**config.mk**
```make
export PLATFORM = sky130hd
export DESIGN_NAME = cond_exec_unit
export DESIGN_NICKNAME = d
export VERILOG_FILES = /design/src/rtl/cond_pkg.sv /design/src/rtl/cond_eval.sv /design/src/rtl/cond_exec_unit.sv
export SDC_FILE = /design/constraint.sdc
export NUM_CORES = 1
export LEC_CHECK = 0
export ABC_AREA = 1
export BUFFER_PORTS_ARGS = -buffer_cell sky130_fd_sc_hd__buf_2
export CORE_ASPECT_RATIO = 0.8
export CORE_MARGIN = 4
export CORE_UTILIZATION = 30
export CTS_BUF_LIST = sky130_fd_sc_hd__clkbuf_4 sky130_fd_sc_hd__clkbuf_8 sky130_fd_sc_hd__clkbuf_16
export DETAILED_ROUTE_END_ITERATION = 8
export GPL_TIMING_DRIVEN = 0
export SYNTH_ARGS = -nofsm -noshare
export SYNTH_HDL_FRONTEND = slang
export SYNTH_SLANG_ARGS = --single-unit
```
**constraint.sdc**
```tcl
create_clock -name clk -period 2.38 [get_ports clk]
set_input_delay 0.119 -clock clk [delete_from_list [all_inputs] [get_ports clk]]
set_output_delay 0.119 -clock clk [all_outputs]
set_load 0.02 [all_outputs]
```
**src/rtl/cond_pkg.sv**
```systemverilog
// -----------------------------------------------------------------------------
// cond_pkg
// Shared definitions for the conditional-execution unit:
//   - cond_e        : 4-bit condition codes (EQ..AL, 15 behaves as AL)
//   - FLAG_*        : bit positions of N/Z/C/V inside a 4-bit flag word
//   - FGRP_*        : bit positions of the two update groups inside flag_w
//   - apply_flag_write : merges ALU flags into a flag word per group enables
// -----------------------------------------------------------------------------
package cond_pkg;

    typedef enum logic [3:0] {
        COND_EQ = 4'd0,
        COND_NE = 4'd1,
        COND_CS = 4'd2,
        COND_CC = 4'd3,
        COND_MI = 4'd4,
        COND_PL = 4'd5,
        COND_VS = 4'd6,
        COND_VC = 4'd7,
        COND_HI = 4'd8,
        COND_LS = 4'd9,
        COND_GE = 4'd10,
        COND_LT = 4'd11,
        COND_GT = 4'd12,
        COND_LE = 4'd13,
        COND_AL = 4'd14,
        COND_NV = 4'd15
    } cond_e;

    localparam int FLAG_N = 3;
    localparam int FLAG_Z = 2;
    localparam int FLAG_C = 1;
    localparam int FLAG_V = 0;

    // Group enables inside flag_w: NZ group uses bit 1, CV group uses bit 0.
    localparam int FGRP_NZ = 1;
    localparam int FGRP_CV = 0;

    // Each group is replaced independently; a disabled group keeps old bits.
    function automatic logic [3:0] apply_flag_write(input logic [3:0] old_flags,
                                                    input logic [3:0] alu_flags,
                                                    input logic [1:0] flag_w);
        logic [3:0] res;
        res = old_flags;
        if (flag_w[FGRP_NZ]) begin
            res[FLAG_N] = alu_flags[FLAG_N];
            res[FLAG_Z] = alu_flags[FLAG_Z];
        end
        if (flag_w[FGRP_CV]) begin
            res[FLAG_C] = alu_flags[FLAG_C];
            res[FLAG_V] = alu_flags[FLAG_V];
        end
        return res;
    endfunction

endpackage

```
**src/rtl/cond_eval.sv**
```systemverilog
// -----------------------------------------------------------------------------
// cond_eval
// Purely combinational condition-code evaluator.
// Ports:
//   cond    in  4  condition code (cond_e)
//   flags   in  4  {N,Z,C,V}
//   cond_ex out 1  1 when the condition holds for the given flags
// -----------------------------------------------------------------------------
module cond_eval
    import cond_pkg::*;
(
    input  logic [3:0] cond,
    input  logic [3:0] flags,
    output logic       cond_ex
);

    logic n, z, c, v;

    assign n = flags[FLAG_N];
    assign z = flags[FLAG_Z];
    assign c = flags[FLAG_C];
    assign v = flags[FLAG_V];

    always_comb begin
        // NOTE: assign a default before the case so no path leaves cond_ex
        // unassigned; otherwise synthesis infers a latch.
        cond_ex = 1'b1;
        case (cond_e'(cond))
            COND_EQ: cond_ex = z;
            COND_NE: cond_ex = ~z;
            COND_CS: cond_ex = c;
            COND_CC: cond_ex = ~c;
            COND_MI: cond_ex = n;
            COND_PL: cond_ex = ~n;
            COND_VS: cond_ex = v;
            COND_VC: cond_ex = ~v;
            COND_HI: cond_ex = c & ~z;
            COND_LS: cond_ex = ~c | z;
            COND_GE: cond_ex = (n == v);
            COND_LT: cond_ex = (n != v);
            COND_GT: cond_ex = ~z & (n == v);
            COND_LE: cond_ex = z | (n != v);
            default: cond_ex = 1'b1;   // AL and the unused encoding 15
        endcase
    end

endmodule

```
**src/rtl/cond_exec_unit.sv**
```systemverilog
// -----------------------------------------------------------------------------
// cond_exec_unit
// Multi-context conditional-execution unit. Holds one NZCV flag word per
// context, evaluates an instruction's condition against its context's flags,
// gates branch/regwrite/memwrite requests and registers the results with one
// cycle of latency. Flag updates from executed instructions are visible to
// the next cycle's instruction. A direct load port restores a context's flags
// and wins over a same-cycle instruction write to the same context.
// Per-context saturating counters track executed and squashed instructions.
// Ports:
//   clk, rst                 clock, synchronous active-high reset
//   in_valid, ctx_id, cond   instruction present / its context / condition
//   alu_flags, flag_w        ALU result flags and NZ/CV group write enables
//   pcs, reg_w, mem_w        unconditioned branch/regwrite/memwrite requests
//   ld_en, ld_ctx, ld_flags  flag restore port
//   cnt_clr                  clear all counters
//   out_valid, cond_ex, pc_src, reg_write, mem_write   registered results
//   flags_rd                 current flags of ctx_id (combinational)
//   exec_cnt, squash_cnt     packed per-context counters, context 0 in LSBs
// Contexts >= NUM_CTX are ignored: no state change and cond_ex forced to 0.
// -----------------------------------------------------------------------------
module cond_exec_unit
    import cond_pkg::*;
#(
    parameter  int NUM_CTX = 4,
    parameter  int CNT_W   = 16,
    localparam int CTX_W   = (NUM_CTX > 1) ? $clog2(NUM_CTX) : 1
) (
    input  logic                     clk,
    input  logic                     rst,
    input  logic                     in_valid,
    input  logic [CTX_W-1:0]         ctx_id,
    input  logic [3:0]               cond,
    input  logic [3:0]               alu_flags,
    input  logic [1:0]               flag_w,
    input  logic                     pcs,
    input  logic                     reg_w,
    input  logic                     mem_w,
    input  logic                     ld_en,
    input  logic [CTX_W-1:0]         ld_ctx,
    input  logic [3:0]               ld_flags,
    input  logic                     cnt_clr,
    output logic                     out_valid,
    output logic                     pc_src,
    output logic                     reg_write,
    output logic                     mem_write,
    output logic                     cond_ex,
    output logic [3:0]               flags_rd,
    output logic [NUM_CTX*CNT_W-1:0] exec_cnt,
    output logic [NUM_CTX*CNT_W-1:0] squash_cnt
);

    localparam logic [CNT_W-1:0] CNT_MAX = '1;

    logic [3:0]       flags_q  [NUM_CTX];
    logic [3:0]       flags_d  [NUM_CTX];
    logic [CNT_W-1:0] exec_q   [NUM_CTX];
    logic [CNT_W-1:0] exec_d   [NUM_CTX];
    logic [CNT_W-1:0] squash_q [NUM_CTX];
    logic [CNT_W-1:0] squash_d [NUM_CTX];

    logic out_valid_q, out_valid_d;
    logic cond_ex_q,   cond_ex_d;
    logic pc_src_q,    pc_src_d;
    logic reg_write_q, reg_write_d;
    logic mem_write_q, mem_write_d;

    logic       ctx_ok;
    logic [3:0] cur_flags;
    logic       eval_ex;
    logic       cond_ex_comb;

    // Flag read by matching against each legal context, so an out-of-range
    // ctx_id never indexes past the flag file and simply reads as zero.
    always_comb begin
        ctx_ok    = 1'b0;
        cur_flags = '0;
        for (int c = 0; c < NUM_CTX; c++) begin
            if (ctx_id == CTX_W'(c)) begin
                ctx_ok    = 1'b1;
                cur_flags = flags_q[c];
            end
        end
    end

    cond_eval u_cond_eval (
        .cond    (cond),
        .flags   (cur_flags),
        .cond_ex (eval_ex)
    );

    assign cond_ex_comb = ctx_ok & eval_ex;
    assign flags_rd     = cur_flags;

    // Flag file next state: instruction write first, restore port last so
    // it takes priority on the same context.
    always_comb begin
        for (int c = 0; c < NUM_CTX; c++) begin
            flags_d[c] = flags_q[c];
            if (in_valid && cond_ex_comb && (ctx_id == CTX_W'(c))) begin
                flags_d[c] = apply_flag_write(flags_q[c], alu_flags, flag_w);
            end
            if (ld_en && (ld_ctx == CTX_W'(c))) begin
                flags_d[c] = ld_flags;
            end
        end
    end

    // Saturating counters; clear beats a same-cycle increment.
    always_comb begin
        for (int c = 0; c < NUM_CTX; c++) begin
            exec_d[c]   = exec_q[c];
            squash_d[c] = squash_q[c];
            if (cnt_clr) begin
                exec_d[c]   = '0;
                squash_d[c] = '0;
            end else if (in_valid && (ctx_id == CTX_W'(c))) begin
                if (cond_ex_comb) begin
                    if (exec_q[c] != CNT_MAX) exec_d[c] = exec_q[c] + CNT_W'(1);
                end else begin
                    if (squash_q[c] != CNT_MAX) squash_d[c] = squash_q[c] + CNT_W'(1);
                end
            end
        end
    end

    assign out_valid_d = in_valid;
    assign cond_ex_d   = in_valid & cond_ex_comb;
    assign pc_src_d    = in_valid & pcs   & cond_ex_comb;
    assign reg_write_d = in_valid & reg_w & cond_ex_comb;
    assign mem_write_d = in_valid & mem_w & cond_ex_comb;

    always_ff @(posedge clk) begin
        if (rst) begin
            // NOTE: the flag file and counters are architecturally visible,
            // so unlike a plain data RAM they must be cleared on reset.
            for (int c = 0; c < NUM_CTX; c++) begin
                flags_q[c]  <= '0;
                exec_q[c]   <= '0;
                squash_q[c] <= '0;
            end
            out_valid_q <= 1'b0;
            cond_ex_q   <= 1'b0;
            pc_src_q    <= 1'b0;
            reg_write_q <= 1'b0;
            mem_write_q <= 1'b0;
        end else begin
            // NOTE: non-blocking assignments so every register samples its
            // pre-edge inputs regardless of statement order.
            for (int c = 0; c < NUM_CTX; c++) begin
                flags_q[c]  <= flags_d[c];
                exec_q[c]   <= exec_d[c];
                squash_q[c] <= squash_d[c];
            end
            out_valid_q <= out_valid_d;
            cond_ex_q   <= cond_ex_d;
            pc_src_q    <= pc_src_d;
            reg_write_q <= reg_write_d;
            mem_write_q <= mem_write_d;
        end
    end

    assign out_valid = out_valid_q;
    assign cond_ex   = cond_ex_q;
    assign pc_src    = pc_src_q;
    assign reg_write = reg_write_q;
    assign mem_write = mem_write_q;

    for (genvar g = 0; g < NUM_CTX; g++) begin : g_pack
        assign exec_cnt[g*CNT_W +: CNT_W]   = exec_q[g];
        assign squash_cnt[g*CNT_W +: CNT_W] = squash_q[g];
    end

endmodule

```
==> flow_summary.json <==
{
  "outcome": "complete, no violations",
  "critPathMaxStageDelay_ns": 0.42,
  "wirelength_um": 29100,
  "design.die.area_um2": 33100,
  "cp_slowest_cell": "or4_1",
  "synth_top_area_frac": 0.329,
  "powerDensity_nw_per_um2": 525,
  "drive_gt1_frac": 0.174,
  "critPathMaxFanout": 10,
  "start_util": 0.307,
  "final_net_count": 1571,
  "crit_top_cell": "buf_2",
  "antenna_found_initial": 0,
  "finClkSkew_ns": 0.0165,
  "fmax_mhz": 447,
  "cts_sinks": 149,
  "hp-class": "in -> reg",
  "p_leak_nw": 4.37,
  "clk_pin_slew_ns": 0.07,
  "vias": 9620,
  "track_usage": 0.171,
  "arrival_ns": 2.53,
  "synth_flop_cell": "dfxtp_1",
  "drcViolationCount": 0,
  "worstSetupEndpointType": "flop",
  "cts-root-buf": "clkbuf_16",
  "required_ns": 2.67,
  "cts_tree": "yes",
  "ant_nets": 0,
  "synth.most_common_cell": "nand2_1",
  "netlist_instances": 1341,
  "setup_ws_ns": 0.141,
  "finalSetupViolCount": 0,
  "cp-start-kind": "flop",
  "synth_area_leaders": "dfxtp_1, nand2_1, nand4_1, xor2_1, a21oi_1",
  "syn-num-nets": 1375,
  "slew_viol_final": 0,
  "grt_max_degree": 17,
  "synth_commonest_cells": "nand2_1, dfxtp_1, inv_1",
  "fillers": 3226,
  "diodes": 0,
  "hold_violations": 0,
  "total_power_mw": 5.89,
  "reg2reg_depth": 9,
  "via_per_inst": 4.92,
  "global_route.overflow_total": 0,
  "dieHeight_um": 164,
  "max_cap_violations": 0,
  "port-buffer-count": 160,
  "die_x_um": 202,
  "numCtsBuffers": 17,
  "syn-cell-area_um2": 9080,
  "yosysSeqAreaShare": 0.329,
  "syn_to_final_growth_pct": 23.6,
  "fin_crit_sh": 0.941,
  "post-dp-hpwl_um": 22000,
  "synth_edf_count": 0,
  "synth_cell_type_count": 35,
  "firstDrtPassIters": 5,
  "core_um2": 29600,
  "post_drt_wl_per_cell_um": 14.9,
  "clock_latency_ns": 0.44,
  "place.gp.congestion": 0.913,
  "async_reset_ff_frac": 0,
  "grt_pass1_wl_um": 46200,
  "rows": 56,
  "hold-path-cell-count": 4,
  "io_pins": 163,
  "synth_largest_area_cell": "dfxtp_1",
  "critPathKind": "reg -> reg",
  "max-vdd-ir-drop_mv": 0.434,
  "drt_iter0_markers": 758,
  "worst_slew_pin_slew_ns": 1.22,
  "preCtsSetupSlack_ns": -0.144,
  "ys_seq_elements": 149,
  "ys_warn_count": 0,
  "slew_headroom": 0.178,
  "syn_area_per_cell_um2": 6.77,
  "cts_buffer_depth": 2,
  "period_needed_ns": 2.24,
  "crit_chain": "ha_1, nand2_2, nor3_4, nand2_1, or4_1, buf_2, buf_2, nand4_1, a21oi_1",
  "h-tree-depth": 4,
  "first_global_vias": 8613
}
-- path summary, 6_finish.rpt --
path | startpoint | endpoint | slack, ns
min | cnt_clr | squash_q[0][0] | 0.06
min reg2reg | exec_q[0][14] | exec_q[0][14] | 0.48
max reg2reg | squash_q[0][0] | squash_q[0][5] | 0.14
max | squash_q[0][0] | squash_q[0][5] | 0.14
-- per-layer routing --
metal  vias up  part of all wire  global-route usage
met3        18             0.067              0.0355
met4         0             0.012              0.0423
li1       4912                 -                   -
met2       278              0.43               0.259
met5         -                 0                   0
met1      4412              0.49               0.248
-- flip-flops by register name (all words and copies together), names as in the netlist --
register   flops
cond_ex        1
exec_q        64
flags_q       16
mem_write      1
out_valid      1
pc_src         1
reg_write      1
squash_q      64
-- cells by family (layout without fill, tap and decap cells) --
logic type | Yosys count | after routing | synth area share
simple gates | 710 | 710 | 0.370
buf+inv | 209 | 418 | 0.0977
compound gates | 155 | 155 | 0.0860
flops | 149 | 149 | 0.329
xor+xnor | 110 | 110 | 0.106
fa+ha+maj | 8 | 8 | 0.0110
-- report_power, final --
part / internal (mW) / switching [mW] / total [mW]
clock: 1.50 / 1.21 / 2.70
sequential: 2.52 / 0.0161 / 2.54
combinational: 0.209 / 0.443 / 0.652
total: 4.23 / 1.66 / 5.89
-- metrics by stage --
step / utilization / instance area (µm²) / TNS, ns / std cells / hold WS (ns)
2_1_floorplan: - / 9080 / 0 / 1341 / 0.203
3_3_place_gp: 0.351 / 10400 / -1.49 / 1907 / 0.329
3_5_place_dp: 0.351 / 10400 / -1.34 / 1907 / 0.337
4_1_cts: 0.373 / 11000 / 0 / 1943 / 0.0651
5_1_grt: 0.379 / 11200 / -0.0322 / 1956 / 0.0711
6_report: 0.379 / 11200 / 0 / 1956 / 0.0574
-- layout make-up --
class	instances	area, µm²	share of cell area
inverter	148	558	0.0497
buffer	61	343	0.0306
multi-input combinational	983	5270	0.470
clock buffer	18	439	0.0391
clock inverter	14	140	0.0125
sequential	149	2990	0.266
timing repair buffer	177	973	0.0868
tap	406	508	0.0453
-- placed cells by master (no fill, tap or decap), drive strengths merged --
cell,instances
nor3,56
clkinv,5
inv,154
or4,1
nand3,116
o21ai,25
clkbuf,55
nand3b,2
a311oi,1
ha,8
xnor2,29
a31oi,1
a21oi,128
dlygate4sd3,4
xor2,81
nor4,17
clkinvlp,2
nor2,111
buf,197
dfxtp,149
bufinv,1
nand2,284
nand4,123
-- critical path: cells and delay by family, from the launching register on --
family	cells	cell delay, ns
adder cells (fa/ha/maj)	1	0.22
buffers and inverters	2	0.41
AND/OR/NAND/NOR	5	0.97
AO/OA/AOI/OAI	1	0.09
flip-flops	1	0.40
-- timing repair --
| item | CTS | global route |
|---|---|---|
| pin swaps | 0 | 5 |
| setup endpoints to repair | 18 | 99 |
| hold buffers | 4 | 0 |
| setup buffers | 0 | 11 |
| hold endpoints to repair | 4 | 0 |
| cloned | 0 | 2 |
| resized for setup | 5 | 21 |
(Power assumes the default switching activity.)
